--- src/rtl/fifo_stream_pkg.sv ---
// Shared constants and pointer helper for the FIFO read-side stream adapter.
package fifo_stream_pkg;

  localparam int FRS_BUF_DEPTH = 3;
  localparam int FRS_PTR_W     = 2;
  localparam int FRS_LVL_W     = 2;

  // Circular increment over the FRS_BUF_DEPTH buffer slots.
  function automatic logic [FRS_PTR_W-1:0] frs_ptr_inc(input logic [FRS_PTR_W-1:0] ptr);
    logic [FRS_PTR_W-1:0] nxt;
    if (ptr == FRS_PTR_W'(FRS_BUF_DEPTH - 1)) begin
      nxt = {FRS_PTR_W{1'b0}};
    end else begin
      nxt = ptr + FRS_PTR_W'(1);
    end
    return nxt;
  endfunction

endpackage

--- src/rtl/stream_buf3.sv ---
// Three-entry in-order buffer with push/pop and occupancy; head entry is
// presented combinationally from registered storage.
module stream_buf3
  import fifo_stream_pkg::*;
#(
  parameter int DATA_WIDTH = 32
) (
  input  logic                  clk,
  input  logic                  rst,
  input  logic                  push,
  input  logic [DATA_WIDTH-1:0] push_data,
  input  logic                  pop,
  output logic [DATA_WIDTH-1:0] head_data,
  output logic [FRS_LVL_W-1:0]  level
);

  logic [DATA_WIDTH-1:0] mem_r [FRS_BUF_DEPTH];
  logic [FRS_PTR_W-1:0]  head_r;
  logic [FRS_PTR_W-1:0]  tail_r;
  logic [FRS_LVL_W-1:0]  level_r;

  // Storage, pointers and occupancy advance on push and pop.
  always_ff @(posedge clk or posedge rst) begin
    if (rst) begin
      mem_r   <= '{default: '0};
      head_r  <= {FRS_PTR_W{1'b0}};
      tail_r  <= {FRS_PTR_W{1'b0}};
      level_r <= {FRS_LVL_W{1'b0}};
    end else begin
      if (push) begin
        mem_r[tail_r] <= push_data;
        tail_r        <= frs_ptr_inc(tail_r);
      end
      if (pop) begin
        head_r <= frs_ptr_inc(head_r);
      end
      case ({push, pop})
        2'b10:   level_r <= level_r + FRS_LVL_W'(1);
        2'b01:   level_r <= level_r - FRS_LVL_W'(1);
        default: level_r <= level_r;
      endcase
    end
  end

  // Head slot select.
  always_comb begin
    head_data = {DATA_WIDTH{1'b0}};
    case (head_r)
      2'd0:    head_data = mem_r[0];
      2'd1:    head_data = mem_r[1];
      2'd2:    head_data = mem_r[2];
      default: head_data = {DATA_WIDTH{1'b0}};
    endcase
  end

  assign level = level_r;

endmodule

--- src/rtl/fifo_rd_stream.sv ---
// Drains an async FIFO read port into a valid/ready stream through a 3-entry
// prefetch buffer. Define FIFO_RD_STREAM_LAST_EN to generate m_last every PKT_LEN beats.
module fifo_rd_stream
  import fifo_stream_pkg::*;
#(
  parameter int DATA_WIDTH = 32,
  parameter int PKT_LEN    = 16
) (
  input  logic                  rd_clk,
  input  logic                  rd_rst,
  input  logic                  enable,
  input  logic                  fifo_empty,
  output logic                  fifo_rd_en,
  input  logic [DATA_WIDTH-1:0] fifo_rd_data,
  output logic                  m_valid,
  input  logic                  m_ready,
  output logic [DATA_WIDTH-1:0] m_data,
  output logic                  m_last,
  output logic [1:0]            buf_level
);

  localparam int CRD_W = FRS_LVL_W + 1;

  logic                 pending_r;
  logic [FRS_LVL_W-1:0] level_s;
  logic [CRD_W-1:0]     credit_s;
  logic                 rd_en_s;
  logic                 m_valid_s;
  logic                 pop_s;

  // Reads are issued only while buffered plus in-flight words leave a free slot,
  // so the capture can never overflow and m_ready never reaches the read strobe.
  always_comb begin
    credit_s = {1'b0, level_s} + {{FRS_LVL_W{1'b0}}, pending_r};
    rd_en_s  = 1'b0;
    if (enable && !fifo_empty && (credit_s < CRD_W'(FRS_BUF_DEPTH))) begin
      rd_en_s = 1'b1;
    end else begin
      rd_en_s = 1'b0;
    end
  end

  // FIFO read data arrives one cycle after an accepted read.
  always_ff @(posedge rd_clk or posedge rd_rst) begin
    if (rd_rst) begin
      pending_r <= 1'b0;
    end else begin
      pending_r <= rd_en_s;
    end
  end

  assign m_valid_s = (level_s != {FRS_LVL_W{1'b0}});
  assign pop_s     = m_valid_s && m_ready;

  stream_buf3 #(
    .DATA_WIDTH (DATA_WIDTH)
  ) u_buf (
    .clk       (rd_clk),
    .rst       (rd_rst),
    .push      (pending_r),
    .push_data (fifo_rd_data),
    .pop       (pop_s),
    .head_data (m_data),
    .level     (level_s)
  );

  assign fifo_rd_en = rd_en_s;
  assign m_valid    = m_valid_s;
  assign buf_level  = level_s;

`ifdef FIFO_RD_STREAM_LAST_EN
  localparam int CNT_W = (PKT_LEN > 1) ? $clog2(PKT_LEN) : 1;
  localparam logic [CNT_W-1:0] LAST_BEAT = CNT_W'(PKT_LEN - 1);

  logic [CNT_W-1:0] beat_r;

  // Beat position within the packet; only reset clears it.
  always_ff @(posedge rd_clk or posedge rd_rst) begin
    if (rd_rst) begin
      beat_r <= {CNT_W{1'b0}};
    end else if (pop_s) begin
      beat_r <= (beat_r == LAST_BEAT) ? {CNT_W{1'b0}} : beat_r + CNT_W'(1);
    end else begin
      beat_r <= beat_r;
    end
  end

  assign m_last = m_valid_s && (beat_r == LAST_BEAT);
`else
  assign m_last = 1'b0;
`endif

endmodule

--- config.mk ---
export PLATFORM = sky130hd
export DESIGN_NAME = fifo_rd_stream
export DESIGN_NICKNAME = d
export VERILOG_FILES = /design/src/rtl/fifo_stream_pkg.sv /design/src/rtl/stream_buf3.sv /design/src/rtl/fifo_rd_stream.sv
export SDC_FILE = /design/constraint.sdc
export NUM_CORES = 1
export LEC_CHECK = 0
export CORE_MARGIN = 2
export CORE_UTILIZATION = 54
export CTS_BUF_LIST = sky130_fd_sc_hd__clkbuf_16
export CTS_CLUSTER_DIAMETER = 120
export CTS_CLUSTER_SIZE = 30
export DETAILED_ROUTE_END_ITERATION = 12
export PLACE_DENSITY = 0.89
export SLEW_MARGIN = 20
export SYNTH_ARGS = -nofsm -noshare
export SYNTH_HDL_FRONTEND = slang
export SYNTH_SLANG_ARGS = --single-unit
--- constraint.sdc ---
create_clock -name rd_clk -period 3.5 [get_ports rd_clk]
set_input_delay 0.525 -clock rd_clk [delete_from_list [all_inputs] [get_ports rd_clk]]
set_output_delay 0.525 -clock rd_clk [all_outputs]
set_load 0.01 [all_outputs]
== After elaboration in Yosys (flattened, before gate mapping) ==
Cells that the tools add are included.

* Flip-flop bits (word level): 103
* Bits in latches: 0
* Memory bits (writable): 0
* Bits in read-only memories: 0
* Input port bits: 37
* Output and inout bits: 37
* Logic and storage cells: 37
* Memories: 0

* Add/subtract/negate cells: 5
* $mul: 0
* Divide/modulo/power cells: 0
* $lt $le $gt $ge: 3
* Eq/ne operators: 5
* Shifts and indexed selects: 0
* Multiplexer cells: 8
* Bitwise logic cells: 1
* Reductions and logical operators: 8

{| class="wikitable"
|+ Operators with widths
! kind !! count
|-
| 96-bit bitwise mux || 1
|-
| 32-bit case mux with 3 select lines || 1
|-
| 32-bit demux with 2-bit select || 1
|-
| 32-bit two-way mux || 1
|-
| 2-bit by 1-bit adder with 2-bit output (second input constant) || 3
|-
| 2-bit equality test (second input constant) || 3
|-
| 2-bit by 1-bit equality test with 1-bit output (second input constant) || 2
|-
| 1-bit logical AND || 4
|-
| 2-bit two-way mux || 2
|-
| 2-bit case mux with 2 select lines || 1
|-
| 2-bit nonzero test || 2
|-
| 2-bit by 1-bit adder with 3-bit output || 1
|-
| 3-bit greater-or-equal comparator (second input constant) || 1
|-
| 3-bit by 1-bit less-than comparator with 1-bit output (second input constant) || 1
|-
| 3-bit by 2-bit less-than comparator with 1-bit output (second input constant) || 1
|-
| 2-bit inverter with 3-bit output || 1
|-
| 2-bit zero test || 1
|-
| 2-bit by 1-bit subtractor with 2-bit output (second input constant) || 1
|-
| 1-bit zero test || 1
|-
| 1-bit two-way mux || 1
|}

== Depth between registers and ports, before layout ==
* Depth in word-level cells: 6
* Gate-level depth with buffers: 6
* Depth with buffers taken out: 6

== By module ==
A second synthesis with hierarchy kept.

* Cell total of the unflattened synthesis: 344
* Area total of the unflattened synthesis: 4693.3 sq um

{| class="wikitable"
|+ Modules (own cells, without submodules)
! module !! times used !! cells each !! area each (sq um) !! seq. area each (sq um)
|-
| stream_buf3 || 1 || 334 || 4591.9 || 2552.4
|-
| fifo_rd_stream || 1 || 10 || 101.3 || 25.0
|}

== Worst setup path after synthesis ==
No wires, ideal clock.

* Path kind: reg2out
* Start point: reg u_buf.level_r[0], in the netlist u_buf.level[0]
* End point: out fifo_rd_en
* Arrival: 1.718 ns
* Data required time: 2.975 ns
* Slack: 1.257 ns
* Stages on the path, launching flop included: 4
* Path buffers: 0
* Cells stage by stage: dfrtp_1 -> ha_1 -> ha_1 -> a2111oi_0

* Cells in the longest elaborated chain, start to end: 4

{| class="wikitable"
|+ RTL lines
! item !! line !! RTL
|-
| start: declaration || stream_buf3.sv:20 || <nowiki>logic [FRS_LVL_W-1:0] level_r;</nowiki>
|-
| start signal: assignment || stream_buf3.sv:28 || <nowiki>level_r <= {FRS_LVL_W{1'b0}};</nowiki>
|-
| start signal: assignment || stream_buf3.sv:38 || <nowiki>2'b10: level_r <= level_r + FRS_LVL_W'(1);</nowiki>
|-
| start signal: assignment || stream_buf3.sv:39 || <nowiki>2'b01: level_r <= level_r - FRS_LVL_W'(1);</nowiki>
|-
| 2-bit by 1-bit adder with 3-bit output || fifo_rd_stream.sv:34 || <nowiki>credit_s = {1'b0, level_s} + {{FRS_LVL_W{1'b0}}, pending_r};</nowiki>
|-
| 3-bit by 2-bit less-than comparator with 1-bit output || fifo_rd_stream.sv:36 || <nowiki>if (enable && !fifo_empty && (credit_s < CRD_W'(FRS_BUF_DEPTH))) begin</nowiki>
|-
| 1-bit logical AND || fifo_rd_stream.sv:36 ||
|-
| 1-bit two-way mux || fifo_rd_stream.sv:36 ||
|-
| end: declaration || fifo_rd_stream.sv:13 || <nowiki>output logic fifo_rd_en,</nowiki>
|}

Every way passes these cells.

== Worst setup path after layout ==
Ends and elaborated chain as after synthesis.

==> flow_summary.json <==
{
  "cts_buffer_depth": 2,
  "antenna_found_initial": 0,
  "holdPathEnd": "u_buf.mem_r[78]",
  "area.sequential_mm2": 0.00258,
  "rsz0062_at_grt": "false",
  "vias": 2908,
  "die_w_um": 97.2,
  "crit_path_start_kind": "flip-flop",
  "power.density_mw_per_mm2": 995,
  "drt_iter0_drc": 133,
  "tns_ns": 0,
  "max_cap_viol_count": 0,
  "synth_warnings": 0,
  "hold_path_class": "flip-flop to flip-flop",
  "max_freq_ghz": 0.337,
  "worstHoldStart": "u_buf.mem_r[78]",
  "io_buffer_count": 72,
  "multiInputGateArea_mm2": 0.00198,
  "final_nets": 448,
  "dieArea_mm2": 0.00945,
  "end_kind": "output port",
  "clk-insertion-delay-late_ns": 0.34,
  "io_pins": 74,
  "drive_above_1_share_pct": 30.5,
  "grt_pass1_vias": 3148,
  "dp_hpwl_mm": 5.68,
  "leakage_nw": 2.55,
  "drt_pass1_iterations": 4,
  "overflow": 0,
  "postSynthAreaPerCell_um2": 13.6,
  "r2r_start": "u_buf.tail_r[1]",
  "r2r_end": "u_buf.mem_r[50]",
  "syn_inst": 344,
  "outcome": "finished clean",
  "arrival_ns": 2.44,
  "synth-seq-cells": 103,
  "yosysTopAreaCell": "dfrtp_1",
  "slew_headroom_pct": 35.8,
  "cts_resized": 0,
  "num_antenna_cells": 0,
  "post_cts_buffers": 0,
  "hold_viol": 0,
  "synthDistinctLibCells": 26,
  "gp_congestion": 0.723,
  "wl_per_cell_um": 17.9,
  "clock-root-buffer": "clkbuf_16",
  "start_util_pct": 56.5,
  "finalCritPeriodShare_pct": 84.7,
  "die_height_um": 97.2,
  "dpl-instance-area_mm2": 0.00548,
  "path_class": "flip-flop to output port",
  "ir_drop_mv": 0.630,
  "syn_to_final_growth_pct": 23.9,
  "routed_wl_mm": 9.30,
  "period_needed_ns": 2.96,
  "core_mm2": 0.00830,
  "reg2reg_depth": 3,
  "synth_area_mm2": 0.00469,
  "cts_buffers": 9,
  "h-tree-depth": 3,
  "whs_path_depth": 1,
  "grt_max_degree": 58,
  "worstPathMaxFanout": 6,
  "cts_tree": "built",
  "finalSetupViolations": 0,
  "cts_sinks": 103,
  "fin_area_mm2": 0.00581,
  "ys_seq_area_share_pct": 55.0,
  "grt_use_total_pct": 20.7,
  "grt_pass1_wl_mm": 15.8,
  "slew_violations": 0,
  "required_ns": 2.97,
  "ant_nets": 0,
  "synth.area.top_cells": "dfrtp_1 (55%), mux2_2 (16%), mux2_4 (9.6%), mux2i_1 (6.8%), o21ai_0 (2.7%)",
  "clk_pin_slew_ns": 0.07,
  "worst_pin_slew_ns": 0.963,
  "netlist.area_leader.share_pct": 55.0,
  "clock_skew_ns": 0.00897,
  "row_count": 33,
  "synth.net_count": 384,
  "route.detailed.drc": 0,
  "viasPerCell": 5.61,
  "nFillCells": 561,
  "holdBufCountCts": 0,
  "r2r_slack_ns": 1.49
}
[flip-flops by register name, indices dropped and copies added, names as in the netlist]
name / flops
u_buf.mem_r: 96
u_buf.tail_r: 2
u_buf.head_r: 2
u_buf.level: 2
pending_r: 1
[power by group]
group	internal (mW)	switching, mW
clock network	0.636	0.452
registers	1.80	0.343
logic	1.52	1.03
total	3.96	1.82
[layer usage]
| metal | vias to the layer above | share of wire [%] | track usage [%] |
|---|---|---|---|
| li1 | 1335 | - | - |
| met1 | 1494 | 44 | 28.0 |
| met2 | 75 | 52 | 34.3 |
| met3 | 4 | 3.8 | 4.10 |
| met4 | 0 | 0.44 | 5.74 |
| met5 | - | 0 | 0 |
[per-stage QoR]
stage	power [mW]	utilization [%]	setup slack, ns	cells	hold slack [ns]
final	5.78	70.0	0.537	518	0.505
after global routing	6.12	70.0	0.334	518	0.516
after CTS	5.84	70.0	0.495	518	0.509
after detailed placement	4.71	66.0	0.902	502	0.493
after global placement	4.61	66.0	0.938	502	0.487
after floorplan	3.66	-	0.271	344	0.479
[critical path, stage by stage (launching register included)]
cell             delay [ns]
dfrtp_1                0.45
ha_1                   0.24
ha_1                   0.26
a2111oi_0              0.51
clkdlybuf4s50_1        0.64
[Yosys cell counts (all sizes together)]
cell	n
buf	17
xnor2	2
or2	1
clkbuf	7
o21ai	25
nor3	2
nand3	1
mux2	97
o22ai	9
xor2	1
nor2	1
dfrtp	103
or3	1
nor2b	1
conb	1
nand2	32
ha	3
mux2i	32
a2111oi	1
inv	5
a21o	2
[how the worst max path moves through the flow]
stage | startpoint | endpoint | slack, ns | cells past startpoint
after floorplan | rd_rst | pending_r | 0.27 | 1
after global placement | enable | fifo_rd_en | 0.94 | 4
after detailed placement | u_buf.level[0] | fifo_rd_en | 0.90 | 4
after CTS | u_buf.level[0] | fifo_rd_en | 0.50 | 4
after global routing | u_buf.level[0] | fifo_rd_en | 0.33 | 4
final | u_buf.level[0] | fifo_rd_en | 0.54 | 4
[final cells by class]
cell class / instances / area share, %
timing repair buffer: 77 / 13.3
tap: 105 / 2.26
clock buffer: 9 / 3.88
multi-input combinational: 212 / 34.1
sequential: 103 / 44.4
clock inverter: 7 / 1.79
inverter: 5 / 0.366
[logic make-up (layout without fill, tap and decap cells)]
family / after synthesis / count (layout) / synth area share (%)
and+or+nand+nor: 39 / 39 / 3.47
AOI/OAI and AO/OA: 37 / 37 / 4.38
DFF: 103 / 103 / 55.0
xor gates and xnor gates: 3 / 3 / 0.560
buffers and inverters: 29 / 98 / 3.23
other: 1 / 1 / 0.0800
muxes: 129 / 129 / 32.5
adders and majority gates: 3 / 3 / 0.801
[layout by cell type, fill, tap and decap left out, drive strengths merged, types with 2 or more instances in the layout]
cell	count
ha	3
clkbuf	9
dfrtp	103
a21o	2
mux2i	32
inv	7
mux2	97
clkdlybuf4s50	72
nor3	2
buf	5
o22ai	9
clkinv	3
bufinv	2
xnor2	2
o21ai	25
nand2	32
Note: power is estimated with default switching activity, not from simulation.
